[src/rtl/ex_stage.sv]
// ex_stage: execute stage of the 5-stage MIPS32 pipeline.
// Computes logic/shift/arithmetic/HI-LO-move results combinationally from
// the ID/EX operands and forms the write-back record for EX/MEM. DIV/DIVU
// use an iterative restoring radix-2 divider that stalls the pipeline.
//
// Optional feature macro: EX_DIV_EN (defined: divider present;
// undefined: DIV/DIVU act as NOP and stallreq_o is tied low).
//
// Ports:
//   clk, rst          clock (rising edge), synchronous active-high reset
//   aluop_i/alusel_i  operation code and result class
//   reg1_i/reg2_i     operands (rs, rt or extended immediate)
//   wd_i/wreg_i       destination address / write enable
//   hi_i/lo_i         forwarded HI/LO values
//   wd_o/wreg_o/wdata_o  write-back record to EX/MEM
//   whilo_o/hi_o/lo_o    HI/LO write record
//   stallreq_o        stall request while a division is in progress
module ex_stage #(
    parameter int unsigned DIV_CYCLES = 32
) (
    input  logic        clk,
    input  logic        rst,
    input  logic [7:0]  aluop_i,
    input  logic [2:0]  alusel_i,
    input  logic [31:0] reg1_i,
    input  logic [31:0] reg2_i,
    input  logic [4:0]  wd_i,
    input  logic        wreg_i,
    input  logic [31:0] hi_i,
    input  logic [31:0] lo_i,
    output logic [4:0]  wd_o,
    output logic        wreg_o,
    output logic [31:0] wdata_o,
    output logic        whilo_o,
    output logic [31:0] hi_o,
    output logic [31:0] lo_o,
    output logic        stallreq_o
);

    localparam logic [7:0] OP_AND  = 8'b0010_0100, OP_OR   = 8'b0010_0101;
    localparam logic [7:0] OP_XOR  = 8'b0010_0110, OP_NOR  = 8'b0010_0111;
    localparam logic [7:0] OP_SLL  = 8'b0111_1100, OP_SRL  = 8'b0000_0010;
    localparam logic [7:0] OP_SRA  = 8'b0000_0011;
    localparam logic [7:0] OP_MFHI = 8'b0001_0000, OP_MTHI = 8'b0001_0001;
    localparam logic [7:0] OP_MFLO = 8'b0001_0010, OP_MTLO = 8'b0001_0011;
    localparam logic [7:0] OP_SLT  = 8'b0010_1010, OP_SLTU = 8'b0010_1011;
    localparam logic [7:0] OP_ADD  = 8'b0010_0000, OP_ADDU = 8'b0010_0001;
    localparam logic [7:0] OP_SUB  = 8'b0010_0010, OP_SUBU = 8'b0010_0011;
    localparam logic [7:0] OP_DIV  = 8'b0001_1010, OP_DIVU = 8'b0001_1011;

    localparam logic [2:0] SEL_NOP   = 3'b000, SEL_LOGIC = 3'b001;
    localparam logic [2:0] SEL_SHIFT = 3'b010, SEL_MOVE  = 3'b011;
    localparam logic [2:0] SEL_ARITH = 3'b100;

    localparam logic [4:0] NOP_REG_ADDR = 5'b00000;

    logic [31:0] logic_res, shift_res, arith_res, move_res;
    logic [31:0] reg2_eff, sum_res;
    logic        is_sub, ovf, is_div;

    always_comb begin
        logic_res = '0;
        shift_res = '0;
        arith_res = '0;
        move_res  = '0;
        is_div    = (aluop_i == OP_DIV) || (aluop_i == OP_DIVU);
        is_sub    = (aluop_i == OP_SUB) || (aluop_i == OP_SUBU);
        reg2_eff  = is_sub ? (32'd0 - reg2_i) : reg2_i;
        sum_res   = reg1_i + reg2_eff;
        // Overflow judged on the effective (negated for SUB) second operand.
        ovf       = (reg1_i[31] == reg2_eff[31]) && (sum_res[31] != reg1_i[31]);

        case (aluop_i)
            OP_AND:  logic_res = reg1_i & reg2_i;
            OP_OR:   logic_res = reg1_i | reg2_i;
            OP_XOR:  logic_res = reg1_i ^ reg2_i;
            OP_NOR:  logic_res = ~(reg1_i | reg2_i);
            default: ;
        endcase

        case (aluop_i)
            OP_SLL:  shift_res = reg2_i << reg1_i[4:0];
            OP_SRL:  shift_res = reg2_i >> reg1_i[4:0];
            OP_SRA:  shift_res = $unsigned($signed(reg2_i) >>> reg1_i[4:0]);
            default: ;
        endcase

        case (aluop_i)
            OP_ADD, OP_ADDU, OP_SUB, OP_SUBU: arith_res = sum_res;
            OP_SLT:  arith_res = {31'd0, $signed(reg1_i) < $signed(reg2_i)};
            OP_SLTU: arith_res = {31'd0, reg1_i < reg2_i};
            default: ;
        endcase

        case (aluop_i)
            OP_MFHI: move_res = hi_i;
            OP_MFLO: move_res = lo_i;
            default: ;
        endcase
    end

    logic        div_stall, div_done;
    logic [31:0] div_hi, div_lo;

`ifdef EX_DIV_EN
    typedef enum logic [1:0] {DIV_IDLE, DIV_BUSY, DIV_BYZERO, DIV_DONE} div_state_t;

    div_state_t  state, state_nxt;
    logic [31:0] quo, rem, dvsr;
    logic [5:0]  cnt;
    logic        neg_q, neg_r;
    logic        sgn1, sgn2;
    logic [31:0] mag1, mag2;
    logic [32:0] trial, diff;

    always_comb begin
        sgn1      = (aluop_i == OP_DIV) && reg1_i[31];
        sgn2      = (aluop_i == OP_DIV) && reg2_i[31];
        mag1      = sgn1 ? (32'd0 - reg1_i) : reg1_i;
        mag2      = sgn2 ? (32'd0 - reg2_i) : reg2_i;
        trial     = {rem, quo[31]};
        diff      = trial - {1'b0, dvsr};
        div_lo    = neg_q ? (32'd0 - quo) : quo;
        div_hi    = neg_r ? (32'd0 - rem) : rem;
        state_nxt = state;
        div_stall = 1'b0;
        div_done  = 1'b0;
        case (state)
            DIV_IDLE: begin
                if (is_div) begin
                    div_stall = 1'b1;
                    state_nxt = (reg2_i == '0) ? DIV_BYZERO : DIV_BUSY;
                end
            end
            DIV_BUSY: begin
                div_stall = 1'b1;
                if (cnt == 6'(DIV_CYCLES - 1)) state_nxt = DIV_DONE;
            end
            DIV_BYZERO: begin
                div_stall = 1'b1;
                state_nxt = DIV_DONE;
            end
            DIV_DONE: begin
                div_done  = 1'b1;
                state_nxt = DIV_IDLE;
            end
            default: state_nxt = DIV_IDLE;
        endcase
    end

    always_ff @(posedge clk) begin
        if (rst) begin
            state <= DIV_IDLE;
            quo   <= '0;
            rem   <= '0;
            dvsr  <= '0;
            cnt   <= '0;
            neg_q <= 1'b0;
            neg_r <= 1'b0;
        end else begin
            state <= state_nxt;
            case (state)
                DIV_IDLE: begin
                    if (is_div) begin
                        quo   <= mag1;
                        dvsr  <= mag2;
                        rem   <= '0;
                        cnt   <= '0;
                        neg_q <= sgn1 ^ sgn2;
                        neg_r <= sgn1;
                    end
                end
                DIV_BUSY: begin
                    // Restoring step: keep the difference only if non-negative.
                    if (!diff[32]) begin
                        rem <= diff[31:0];
                        quo <= {quo[30:0], 1'b1};
                    end else begin
                        rem <= trial[31:0];
                        quo <= {quo[30:0], 1'b0};
                    end
                    cnt <= cnt + 6'd1;
                end
                DIV_BYZERO: begin
                    quo <= '0;
                    rem <= '0;
                end
                default: ;
            endcase
        end
    end
`else
    logic unused_div;

    always_comb begin
        div_stall  = 1'b0;
        div_done   = 1'b0;
        div_hi     = '0;
        div_lo     = '0;
        unused_div = clk ^ (DIV_CYCLES == 0);
    end
`endif

    always_comb begin
        wd_o       = wd_i;
        wreg_o     = wreg_i;
        wdata_o    = '0;
        whilo_o    = 1'b0;
        hi_o       = '0;
        lo_o       = '0;
        stallreq_o = div_stall;

        if (((aluop_i == OP_ADD) || (aluop_i == OP_SUB)) && ovf) wreg_o = 1'b0;
        if (is_div) wreg_o = 1'b0;

        case (alusel_i)
            SEL_LOGIC: wdata_o = logic_res;
            SEL_SHIFT: wdata_o = shift_res;
            SEL_ARITH: wdata_o = arith_res;
            SEL_MOVE:  wdata_o = move_res;
            default:   wdata_o = '0;
        endcase

        case (aluop_i)
            OP_MTHI: begin
                whilo_o = 1'b1;
                hi_o    = reg1_i;
                lo_o    = lo_i;
            end
            OP_MTLO: begin
                whilo_o = 1'b1;
                hi_o    = hi_i;
                lo_o    = reg1_i;
            end
            default: ;
        endcase

        if (div_done) begin
            whilo_o = 1'b1;
            hi_o    = div_hi;
            lo_o    = div_lo;
        end

        if (rst) begin
            wd_o       = NOP_REG_ADDR;
            wreg_o     = 1'b0;
            wdata_o    = '0;
            whilo_o    = 1'b0;
            hi_o       = '0;
            lo_o       = '0;
            stallreq_o = 1'b0;
        end
    end

endmodule

[config.mk]
export PLATFORM = sky130hd
export DESIGN_NAME = ex_stage
export DESIGN_NICKNAME = d
export VERILOG_FILES = /design/src/rtl/ex_stage.sv
export SDC_FILE = /design/constraint.sdc
export NUM_CORES = 1
export LEC_CHECK = 0
export CORE_MARGIN = 10
export CORE_UTILIZATION = 35
export DETAILED_ROUTE_END_ITERATION = 6
export PLACE_DENSITY = 0.62
export SYNTH_ARGS = -nofsm -noshare
export SYNTH_HDL_FRONTEND = slang
export SYNTH_SLANG_ARGS = --single-unit
[constraint.sdc]
create_clock -name vclk -period 10.4
set_input_delay 3.12 -clock vclk [all_inputs]
set_output_delay 3.12 -clock vclk [all_outputs]
set_load 0.01 [all_outputs]
# --- Word-level counts from Yosys, hierarchy flattened ---
# Cells that the tools add are included.
totals:
  register_bits: 0
  latchBits: 0
  mem_bits_rw: 0
  romBits: 0
  wordCells: 60
  mem_count: 0
op_classes:
  add_sub_neg: 2
  n_mul: 0
  div_mod_pow: 0
  n_lt_le_gt_ge: 2
  n_eq_ne: 25
  n_shift: 3
  mux: 17
  bitwise: 4
  n_reduce_logical: 7
ops:
  columns: ["operator", "n"]
  rows:
  - ["32-bit case mux with 4 select lines", 2]
  - ["32-bit case mux with 2 select lines", 3]
  - ["32-bit case mux with 3 select lines", 2]
  - ["32-bit two-way mux", 4]
  - ["8-bit by 6-bit == test with 1-bit output (second input constant)", 10]
  - ["32-bit < comparator", 2]
  - ["8-bit by 5-bit == test with 1-bit output (second input constant)", 6]
  - ["32-bit adder", 1]
  - ["32-bit bitwise AND", 1]
  - ["32-bit NOT", 1]
  - ["32-bit OR", 1]
  - ["32-bit by 5-bit left shift with 32-bit output", 1]
  - ["32-bit by 5-bit right shift with 32-bit output", 1]
  - ["32-bit by 5-bit >>> shifter with 32-bit output", 1]
  - ["1-bit by 32-bit subtractor with 32-bit output (first input constant)", 1]
  - ["32-bit XOR", 1]
  - ["8-bit by 2-bit == test with 1-bit output (second input constant)", 2]
  - ["8-bit by 7-bit == test with 1-bit output (second input constant)", 1]
  - ["3-bit by 2-bit == test with 1-bit output (second input constant)", 2]
  - ["1-bit two-way mux", 5]
  - ["5-bit two-way mux", 1]
  - ["4-bit OR reduction", 1]
  - ["3-bit by 1-bit == test with 1-bit output (second input constant)", 1]
  - ["3-bit == test (second input constant)", 1]
  - ["5 further kinds", 8]

# --- Logic depth before layout (Yosys ltp) ---
# Gate-level depths: netlist of run 1.
logic_depth:
  word_depth: 10
  depth_mapped: 21

# --- Worst setup path after synthesis of run 1 ---
# Ideal clock, no wire load.
synth_path:
  path_type: "input to output"
  startpoint: "input port reg2_i[13]"
  endpoint: "output port wdata_o[31]"
  arrival_ns: 6.711
  slack_ns: 0.569
  path_stages: 19
  n_path_buf: 2
  cell_sequence: "buf_2 > or4_4 > or3_4 > nor3_4 > nand3_1 > o21ai_0 > xnor2_1 > ha_1 > clkbuf_1 > a21o_1 > a21o_1 > a21oi_1 > o21ai_0 > a2111oi_0 > o21ai_0 > o211ai_1 > xnor2_1 > a21oi_1 > nor2_1"
synth_via:
  elab_chain_len: 6
  elab_cells_between_ends: 10
synth_lines:
  columns: ["item", "line_no", "source"]
  rows:
  - ["start: declaration", "26", "input logic [31:0] reg2_i,"]
  - ["1-bit by 32-bit subtractor with 32-bit output", "68", "reg2_eff = is_sub ? (32'd0 - reg2_i) : reg2_i;"]
  - ["32-bit two-way mux", "68", null]
  - ["32-bit adder", "69", "sum_res = reg1_i + reg2_eff;"]
  - ["32-bit case mux with 3 select lines", "88", "case (aluop_i)"]
  - ["32-bit case mux with 4 select lines (*)", "216", "case (alusel_i)"]
  - ["32-bit two-way mux (*)", "244", "if (rst) begin"]
  - ["end: declaration", "33", "output logic [31:0] wdata_o,"]
# Mark *: on every way between the ends. The rest lies on a longest branch, timed or not.

# --- Worst setup path in the final report of run 1 ---
layout_path:
  startpoint: "input port aluop_i[7]"
  endpoint: "output port wdata_o[24]"
layout_via:
  elab_chain_len: 7
  elab_cells_between_ends: 25
layout_lines:
  columns: ["item", "line_no", "source"]
  rows:
  - ["start: declaration", "23", "input logic [7:0] aluop_i,"]
  - ["8-bit by 6-bit == test with 1-bit output", "67, 88", null]
  - ["1-bit logical OR", "67", "is_sub = (aluop_i == OP_SUB) || (aluop_i == OP_SUBU);"]
  - ["32-bit two-way mux", "68", null]
  - ["32-bit adder", "69", null]
  - ["32-bit case mux with 3 select lines", "88", null]
  - ["32-bit case mux with 4 select lines (*)", "216", null]
  - ["32-bit two-way mux (*)", "244", null]
# Marked as above.

==> impl_metrics.ini, run 1 <==
[synthesis]
synth-seq-area-share = 0
synth-simple-area-share = 0.199
synth_warnings = 0
synth_xor_area_frac = 0.0718
synth_nets = 1837
yosys-top-cells-area = mux2i_1 17%, ha_1 16%, nor2_1 8.0%
yosys.area.top_type_share = 0.171
synthAdderAreaFrac = 0.163
synth-compound-area-share = 0.261
synthMuxAreaShare = 0.228
synth.distinct_cells = 73
syn_inst = 1554
synth_top_family_by_area = compound AO/OA/AOI/OAI gates
avgSynthCellArea_sq_um = 6.75
synth_area_sq_um = 10500
yosys.area.top_type = mux2i_1

[drt]
vias_per_cell = 5.77
vias = 13200
wl_per_cell_um = 22.5
drtAntennaViolNets = 0
first_iter_violations = 1133
routed_wl_mm = 51.6
drc = 0
drt_pre_antenna_iters = 5

[sta]
rsz0062_at_grt = true
clock.fmax_ghz = 0.0967
finalCritPeriodShare = 0.995
relSlewSlack = 0.272
tightestPinTransition_ns = 1.09
hold_viol = 0
setup_viol = 0
min_period_ns = 10.34
slew_viol_final = 0
holdWs_ns = 6.92

[power_and_ir_drop]
finalPower_mw = 0.621
leakage_nw = 6.67
power.density_nw_per_um2 = 41.3
irDropWorstVdd_v = 0.0000257

[finish]
fin_nets = 2188
drive_gt1_frac = 0.178
fin_util = 0.507
n_clock_buffer = 0
seq_cell_count = 0
num-fill-cells = 3030
antenna_cells = 0
syn_to_final_growth_pct = 43.3
fin_cells = 2293
seq_area_sq_um = 0

[outcome]
status = complete, no violations

[worst_hold_path]
whs_path_depth = 5
min_path_type = in2out

[placement]
port_buffers = 249
gp_congestion = 1.02
hpwl_mm = 41.5
dp.cells = 2282

[setup_path]
crit_top_cell = buf_4
path_cells = clkdlybuf4s50_1 > nor4b_2 > buf_4 > and3_4 > buf_12 > buf_4 > o21ai_0 > fa_1 > a21o_1 > nand2_2 > a21oi_2 > o21ai_2 > o31ai_2 > buf_4 > buf_4 > a31oi_4 > o21ai_2 > nand2_1 > mux2_2 > o22ai_2 > buf_4 > clkdlybuf4s15_2
worstPathMaxFanout = 10
worstPathArrival_ns = 7.22
critical_path_class = in2out
worstPathRequired_ns = 7.28
max_stage_delay_ns = 0.44
worst_setup_path_end_kind = primary output
cp-start-kind = input port
slowest_stage = clkdlybuf4s50_1

[floorplan]
fp.coreArea_sq_um = 29600
io-pin-count = 251
fp.dieW_um = 193
placementRows = 63
die_area_sq_um = 37300
start_util = 0.354
fp.dieH_um = 193

[grt]
grt_pass1_wl_mm = 76.2
grt_use_total = 0.259
grt_max_degree = 123
grt_pass1_vias = 12800
grt_overflow_total = 0
antenna_found_initial = 0

[clock_network]
postCtsHoldBufs = 0

[flow_run]
cap_violations = 0
## layout by cell type (no fill, tap or decap), types with 8 or more instances in the layout
| cell type | synthesis | layout |
|---|---|---|
| o22ai_1 | 32 | 31 |
| nand2_1 | 101 | 99 |
| o21ai_0 | 120 | 108 |
| nor2b_1 | 9 | 9 |
| clkdlybuf4s50_1 | 0 | 218 |
| inv_1 | 81 | 79 |
| buf_6 | 3 | 8 |
| nor3_1 | 26 | 25 |
| mux2_2 | 11 | 11 |
| a31oi_1 | 21 | 15 |
| xor2_1 | 11 | 11 |
| xnor2_1 | 75 | 72 |
| ha_1 | 135 | 134 |
| nand4_1 | 8 | 8 |
| nand2b_1 | 18 | 18 |
| mux2i_1 | 179 | 179 |
| nand3_1 | 26 | 22 |
| mux4_2 | 19 | 19 |
| buf_4 | 2 | 207 |
| a21oi_2 | 0 | 8 |
| nor2_1 | 225 | 221 |
| a21oi_1 | 150 | 140 |
| buf_2 | 16 | 11 |
| a221oi_1 | 10 | 9 |
| a211oi_1 | 18 | 17 |
| a211o_1 | 10 | 10 |
| or3_1 | 10 | 10 |
| o211ai_1 | 17 | 17 |
| a21o_1 | 19 | 19 |
| o31ai_1 | 12 | 9 |
## metrics by stage
| step | worst slack (ns) | TNS [ns] | cell area [sq um] |
|---|---|---|---|
| 2_1_floorplan | 0.569 | 0 | 10500 |
| 3_3_place_gp | -0.709 | -8.32 | 14600 |
| 3_5_place_dp | -0.703 | -8.71 | 14600 |
| 4_1_cts | -0.0449 | -0.0530 | 14700 |
| 5_1_grt | -0.163 | -0.211 | 15000 |
| 6_report | 0.0555 | 0 | 15000 |
## metal layers
| layer | vias up | track usage | part of all wire |
|---|---|---|---|
| met5 | - | 0 | 0 |
| met4 | 0 | 0.0861 | 0.041 |
| met3 | 90 | 0.0426 | 0.079 |
| met2 | 561 | 0.437 | 0.46 |
| met1 | 6274 | 0.329 | 0.42 |
| li1 | 6313 | - | - |
## synthesized netlist by cell type, drive strengths merged, types with 3 or more instances
cell,n
xnor2,75
inv,81
a211oi,18
xor2,11
and2,7
and3,8
or2,4
a21oi,150
nand2b,18
clkbuf,67
nor3,27
mux2,11
nand4,9
nand2,101
o21bai,5
buf,51
o21ai,121
o21a,6
a31oi,21
mux2i,179
a221oi,10
nor2,225
or3,11
a21o,19
o211ai,17
o221ai,4
a211o,10
nand3,26
o22ai,32
ha,135
nor4,8
mux4,21
o31ai,12
o41ai,4
o311ai,4
a2111oi,3
nor2b,9
## power by group
| group | internal (mW) | switching, mW |
|---|---|---|
| logic | 0.288 | 0.333 |
| clock network | 0 | 0 |
| registers | 0 | 0 |
## critical path: cells and delay by family
| family | cells | cell delay [ns] |
|---|---|---|
| and+or+nand+nor | 4 | 0.67 |
| muxes | 1 | 0.34 |
| adders and majority gates | 1 | 0.43 |
| buffers and inverters | 8 | 1.55 |
| AOI/OAI and AO/OA | 8 | 1.11 |
## final cells by class
class                      count  area (sq um)  share of cell area
multi-input combinational   1354         10100               0.670
timing repair buffer         468          4170               0.277
tap                          390           488              0.0324
inverter                      81           304              0.0202
## cell families after synthesis
group	after synthesis
other	1
AOI/OAI and AO/OA	454
adders and majority gates	136
buffers and inverters	200
muxes	211
xor gates and xnor gates	86
and+or+nand+nor	466
## final timing paths
kind                        from          end  slack (ns)
worst max-delay path  aluop_i[7]  wdata_o[24]        0.06
worst min-delay path  aluop_i[1]       wreg_o        6.92
## repair_timing
item | CTS | global route
gates cloned | 0 | 0
pin swaps | 13 | 37
buffers inserted | 4 | 7
endpoints found under the setup margin | 19 | 20
resized for setup | 72 | 88
Note: power is estimated with default switching activity, not from simulation.
==> run 2, diff against run 1 <==
--- a/config.mk
+++ b/config.mk
@@ -8,7 +8,7 @@
 export CORE_MARGIN = 10
 export CORE_UTILIZATION = 35
 export DETAILED_ROUTE_END_ITERATION = 6
-export PLACE_DENSITY = 0.62
+export PLACE_DENSITY = 0.57
 export SYNTH_ARGS = -nofsm -noshare
 export SYNTH_HDL_FRONTEND = slang
 export SYNTH_SLANG_ARGS = --single-unit
==> run 2 against run 1 <==
Core utilization down 0.81 points. Non-clock buffer count down 11. Sequential cell count unchanged. Cell count down 0.48%.
==> impl_metrics.ini, run 2 (synthesized netlist as in run 1, its figures left out) <==
[drt]
drt_pre_antenna_iters = 7
vias = 13000
wl_per_cell_um = 22.3
vias_per_cell = 5.70
drtAntennaViolNets = 0
drc = 0
routed_wl_mm = 50.9
first_iter_violations = 1169

[setup_path]
critical_path_class = in2out
max_stage_delay_ns = 0.45
worstPathMaxFanout = 8
worst_setup_path_end_kind = primary output
path_cells = clkdlybuf4s50_1 > nor4b_2 > buf_4 > and3_4 > buf_12 > clkbuf_16 > o21ai_0 > fa_1 > a21o_1 > nand2_1 > a21oi_2 > o21ai_2 > o31ai_2 > buf_4 > buf_4 > a31oi_2 > o21ai_2 > nand2_1 > mux2_2 > o22ai_1 > buf_4 > buf_4
cp-start-kind = input port
worstPathRequired_ns = 7.28
worstPathArrival_ns = 7.20
crit_top_cell = buf_4
slowest_stage = clkdlybuf4s50_1

[grt]
grt_max_degree = 68
grt_pass1_vias = 12700
grt_use_total = 0.255
grt_pass1_wl_mm = 74.9
grt_overflow_total = 0
antenna_found_initial = 0

[floorplan]
start_util = 0.354
fp.dieW_um = 193
io-pin-count = 251
placementRows = 63
fp.coreArea_sq_um = 29600
fp.dieH_um = 193
die_area_sq_um = 37300

[finish]
drive_gt1_frac = 0.169
finalInstanceArea_sq_um = 14800
n_clock_buffer = 0
fin_nets = 2177
final_cell_mix = 223 x nor2_1, 217 x clkdlybuf4s50_1, 205 x buf_4
syn_to_final_growth_pct = 41.0
seq_cell_count = 0
layout_commonest_cell = nor2_1
num-fill-cells = 3021
seq_area_sq_um = 0
antenna_cells = 0

[power_and_ir_drop]
irDropWorstVdd_v = 0.0000215
finalPower_mw = 0.604
leakage_nw = 6.58
power.density_nw_per_um2 = 40.8

[placement]
port_buffers = 249
dp_slack_ns = -0.650
hpwl_mm = 41.1
gp_congestion = 1.00
place_area_sq_um = 14400

[sta]
min_period_ns = 10.32
clock.fmax_ghz = 0.0969
holdWs_ns = 7.01
tightestPinTransition_ns = 1.02
rsz0062_at_grt = true
slew_viol_final = 0
fin_ws_ns = 0.0784
hold_viol = 0
relSlewSlack = 0.318
finalCritPeriodShare = 0.992
setup_viol = 0

[clock_network]
postCtsHoldBufs = 0

[worst_hold_path]
hold_path_end = wreg_o
hold_start = wreg_i
whs_path_depth = 5
min_path_type = in2out

[outcome]
status = complete, no violations

[flow_run]
cap_violations = 0
==> run 2: cell type report <==
class	count	area, sq um	area share
Inverter	81	304	0.0205
Multi-Input combinational cell	1354	9950	0.672
Tap cell	390	488	0.0330
Timing Repair Buffer	457	4060	0.274
==> run 2: what timing repair did <==
action	CTS	global route
pin swaps	20	32
setup endpoints to repair	22	20
gates resized for setup	72	49
endpoints found under the hold margin	0	0
setup buffers	4	9
cloned	0	1
==> run 2: worst max path at each step <==
stage,from,to,depth (start not counted)
CTS,reg2_i[0],wdata_o[25],24
finish,aluop_i[6],wdata_o[24],22
global placement,reg2_i[12],wdata_o[31],19
detailed placement,reg2_i[12],wdata_o[31],19
floorplan,reg2_i[13],wdata_o[31],19
global route,aluop_i[6],wdata_o[24],22
==> run 2: per-layer routing <==
metal | global-route usage | vias up | part of all wire
li1 | - | 6288 | -
met3 | 0.0487 | 84 | 0.088
met5 | 0 | - | 0
met4 | 0.0849 | 0 | 0.038
met1 | 0.313 | 6039 | 0.41
met2 | 0.438 | 585 | 0.46
==> run 2: power breakdown <==
group / leakage (nW) / internal, mW / total (mW) / switching, mW
combinational: 6.58 / 0.279 / 0.604 / 0.325
sequential: 0 / 0 / 0 / 0
clock: 0 / 0 / 0 / 0
==> run 2: worst max-delay path, delay by kind of cell <==
family                     cells  cell delay (ns)
AOI/OAI and AO/OA              8             1.18
adders and majority gates      1             0.42
buffers and inverters          8             1.44
muxes                          1             0.33
and+or+nand+nor                4             0.71
==> run 2: metrics by stage <==
stage,cells,utilization,setup TNS [ns]
2_1_floorplan,1554,-,0
3_5_place_dp,2268,0.487,-8.44
3_3_place_gp,2268,0.487,-7.78
6_report,2282,0.499,0
4_1_cts,2272,0.492,0
5_1_grt,2282,0.499,-0.0545
==> run 3, diff against run 2 <==
--- a/config.mk
+++ b/config.mk
@@ -6,9 +6,9 @@
 export NUM_CORES = 1
 export LEC_CHECK = 0
 export CORE_MARGIN = 10
-export CORE_UTILIZATION = 35
+export CORE_UTILIZATION = 36
 export DETAILED_ROUTE_END_ITERATION = 6
-export PLACE_DENSITY = 0.57
+export PLACE_DENSITY = 0.58
 export SYNTH_ARGS = -nofsm -noshare
 export SYNTH_HDL_FRONTEND = slang
 export SYNTH_SLANG_ARGS = --single-unit
==> run 3 against run 2 <==
The run now ends with capacitance limit, slew limit left. Count of clock-buffer cells in the layout unchanged. Core utilization is 2.4 points higher. Die area is 2.5% lower. Critical path depth did not move. Via count grew 2.0%. Routed wire length rose by 4.3%. Maximum frequency increased by 0.57%. Sequential cell count did not move. First-iteration DRC count shrank 18%. Cell count is 0.92% higher. Highest routed layer is now met5. Sequential share of layout area stayed put.
==> impl_metrics.ini, run 3 (synthesized netlist as in run 1, its figures left out) <==
[drt]
wl_per_cell_um = 23.0
drtAntennaViolNets = 0
drt_pre_antenna_iters = 5
vias = 13300
first_iter_violations = 954
routed_wl_mm = 53.0
drc = 0
vias_per_cell = 5.76

[floorplan]
start_util = 0.366
fp.dieW_um = 191
fp.coreArea_sq_um = 28700
io-pin-count = 251
die_area_sq_um = 36400
fp.dieH_um = 191
placementRows = 62

[finish]
fin_nets = 2203
syn_to_final_growth_pct = 43.2
num-fill-cells = 2926
final_cell_mix = 230 x buf_4, 222 x nor2_1, 213 x clkdlybuf4s50_1
drive_gt1_frac = 0.183
finalInstanceArea_sq_um = 15000
n_clock_buffer = 0
layout_commonest_cell = buf_4
seq_area_sq_um = 0
seq_cell_count = 0

[grt]
grt_overflow_total = 0
grt_use_met3 = 0.0428
grt_pass1_vias = 12800
use_met2 = 0.465
grt.busiest_layer = met2
grt_pass1_wl_mm = 78.3
grtUsageMet1 = 0.346
antenna_found_initial = 2
grt_use_total = 0.274
grt_max_degree = 68

[sta]
hold_viol = 0
clock.fmax_ghz = 0.0974
finalCritPeriodShare = 0.987
setup_viol = 0
relSlewSlack = -0.0153
slew_viol_final = 21
tightestPinTransition_ns = 1.52
min_period_ns = 10.26

[placement]
place_area_sq_um = 14600
port_buffers = 249
gp_congestion = 1.01
hpwl_mm = 42.9

[setup_path]
crit_start = reg2_i[7]
cp-start-kind = input port
worstPathArrival_ns = 7.14
critical_path_class = in2out
worst_setup_path_end_kind = primary output
worstPathMaxFanout = 3
worstPathRequired_ns = 7.28
cp-endpoint = wdata_o[29]

[flow_run]
cap_violations = 1

[outcome]
violations = capacitance limit, slew limit
status = finished, violations left

[worst_hold_path]
min_path_type = in2out
==> run 3: cell types whose count changed in the layout (fill, tap and decap cells not counted), moves of 4 or more <==
cell and delta:
buf_4 +25, dlygate4sd2_1 -5, a21oi_2 -6, dlymetal6s2s_1 +4
clkdlybuf4s50_1 -4, o21ai_0 -4, a21oi_1 +5
==> run 3: how the worst min path moves through the flow <==
stage | slack [ns] | startpoint | to | depth (start not counted)
after CTS | 7.10 | reg1_i[2] | hi_o[2] | 4
final | 6.88 | aluop_i[4] | wreg_o | 5
after global routing | 6.92 | aluop_i[4] | wreg_o | 5
after floorplan | 6.29 | rst | wd_o[0] | 1
after global placement | 7.10 | reg1_i[2] | hi_o[2] | 4
after detailed placement | 7.09 | reg1_i[2] | hi_o[2] | 4
==> run 3: stage by stage <==
stage	hold WS, ns	util	TNS (ns)	setup WS (ns)	std cells
floorplan	6.29	-	0	0.569	1554
global placement	7.10	0.508	-8.94	-0.693	2284
detailed placement	7.09	0.508	-9.75	-0.759	2284
CTS	7.10	0.514	-0.0369	-0.0361	2289
global route	6.92	0.523	-0.0517	-0.0469	2302
finish	6.88	0.523	0	0.137	2303
==> run 3: area by class of cell <==
type / count / area, sq um / area share
Inverter: 81 / 304 / 0.0202
Tap cell: 384 / 480 / 0.0320
Antenna cell: 1 / 2.50 / 0.000167
Multi-Input combinational cell: 1354 / 10000 / 0.667
Timing Repair Buffer: 483 / 4220 / 0.281
==> run 3: critical path, stage by stage <==
cell and delay, ns:
clkdlybuf4s50_1 0.45, inv_1 0.09, nand4_1 0.15, buf_4 0.19, nor3_2 0.15, nand2_2 0.13, o41ai_4 0.42, xnor2_2 0.15
ha_1 0.33, nand4_1 0.19, nor2_4 0.19, nand3_2 0.11, nor2_1 0.11, a31oi_1 0.08, buf_4 0.15, buf_4 0.14
o21ai_1 0.11, o211ai_1 0.13, xnor2_1 0.19, nand2_1 0.10, a31oi_2 0.24, buf_2 0.19
==> run 3: repair_timing <==
action	4_1_cts	5_1_grt
pin swaps	18	38
endpoints found under the hold margin	0	0
setup endpoints to repair	22	22
hold buffers	0	0
gates resized for setup	76	70
buffers inserted	5	13
==> run 3: routing by layer <==
metal,share of wire,vias to the layer above
li1,-,6342
met1,0.43,6232
met2,0.46,592
met3,0.074,88
met4,0.036,2
met5,0.00025,-
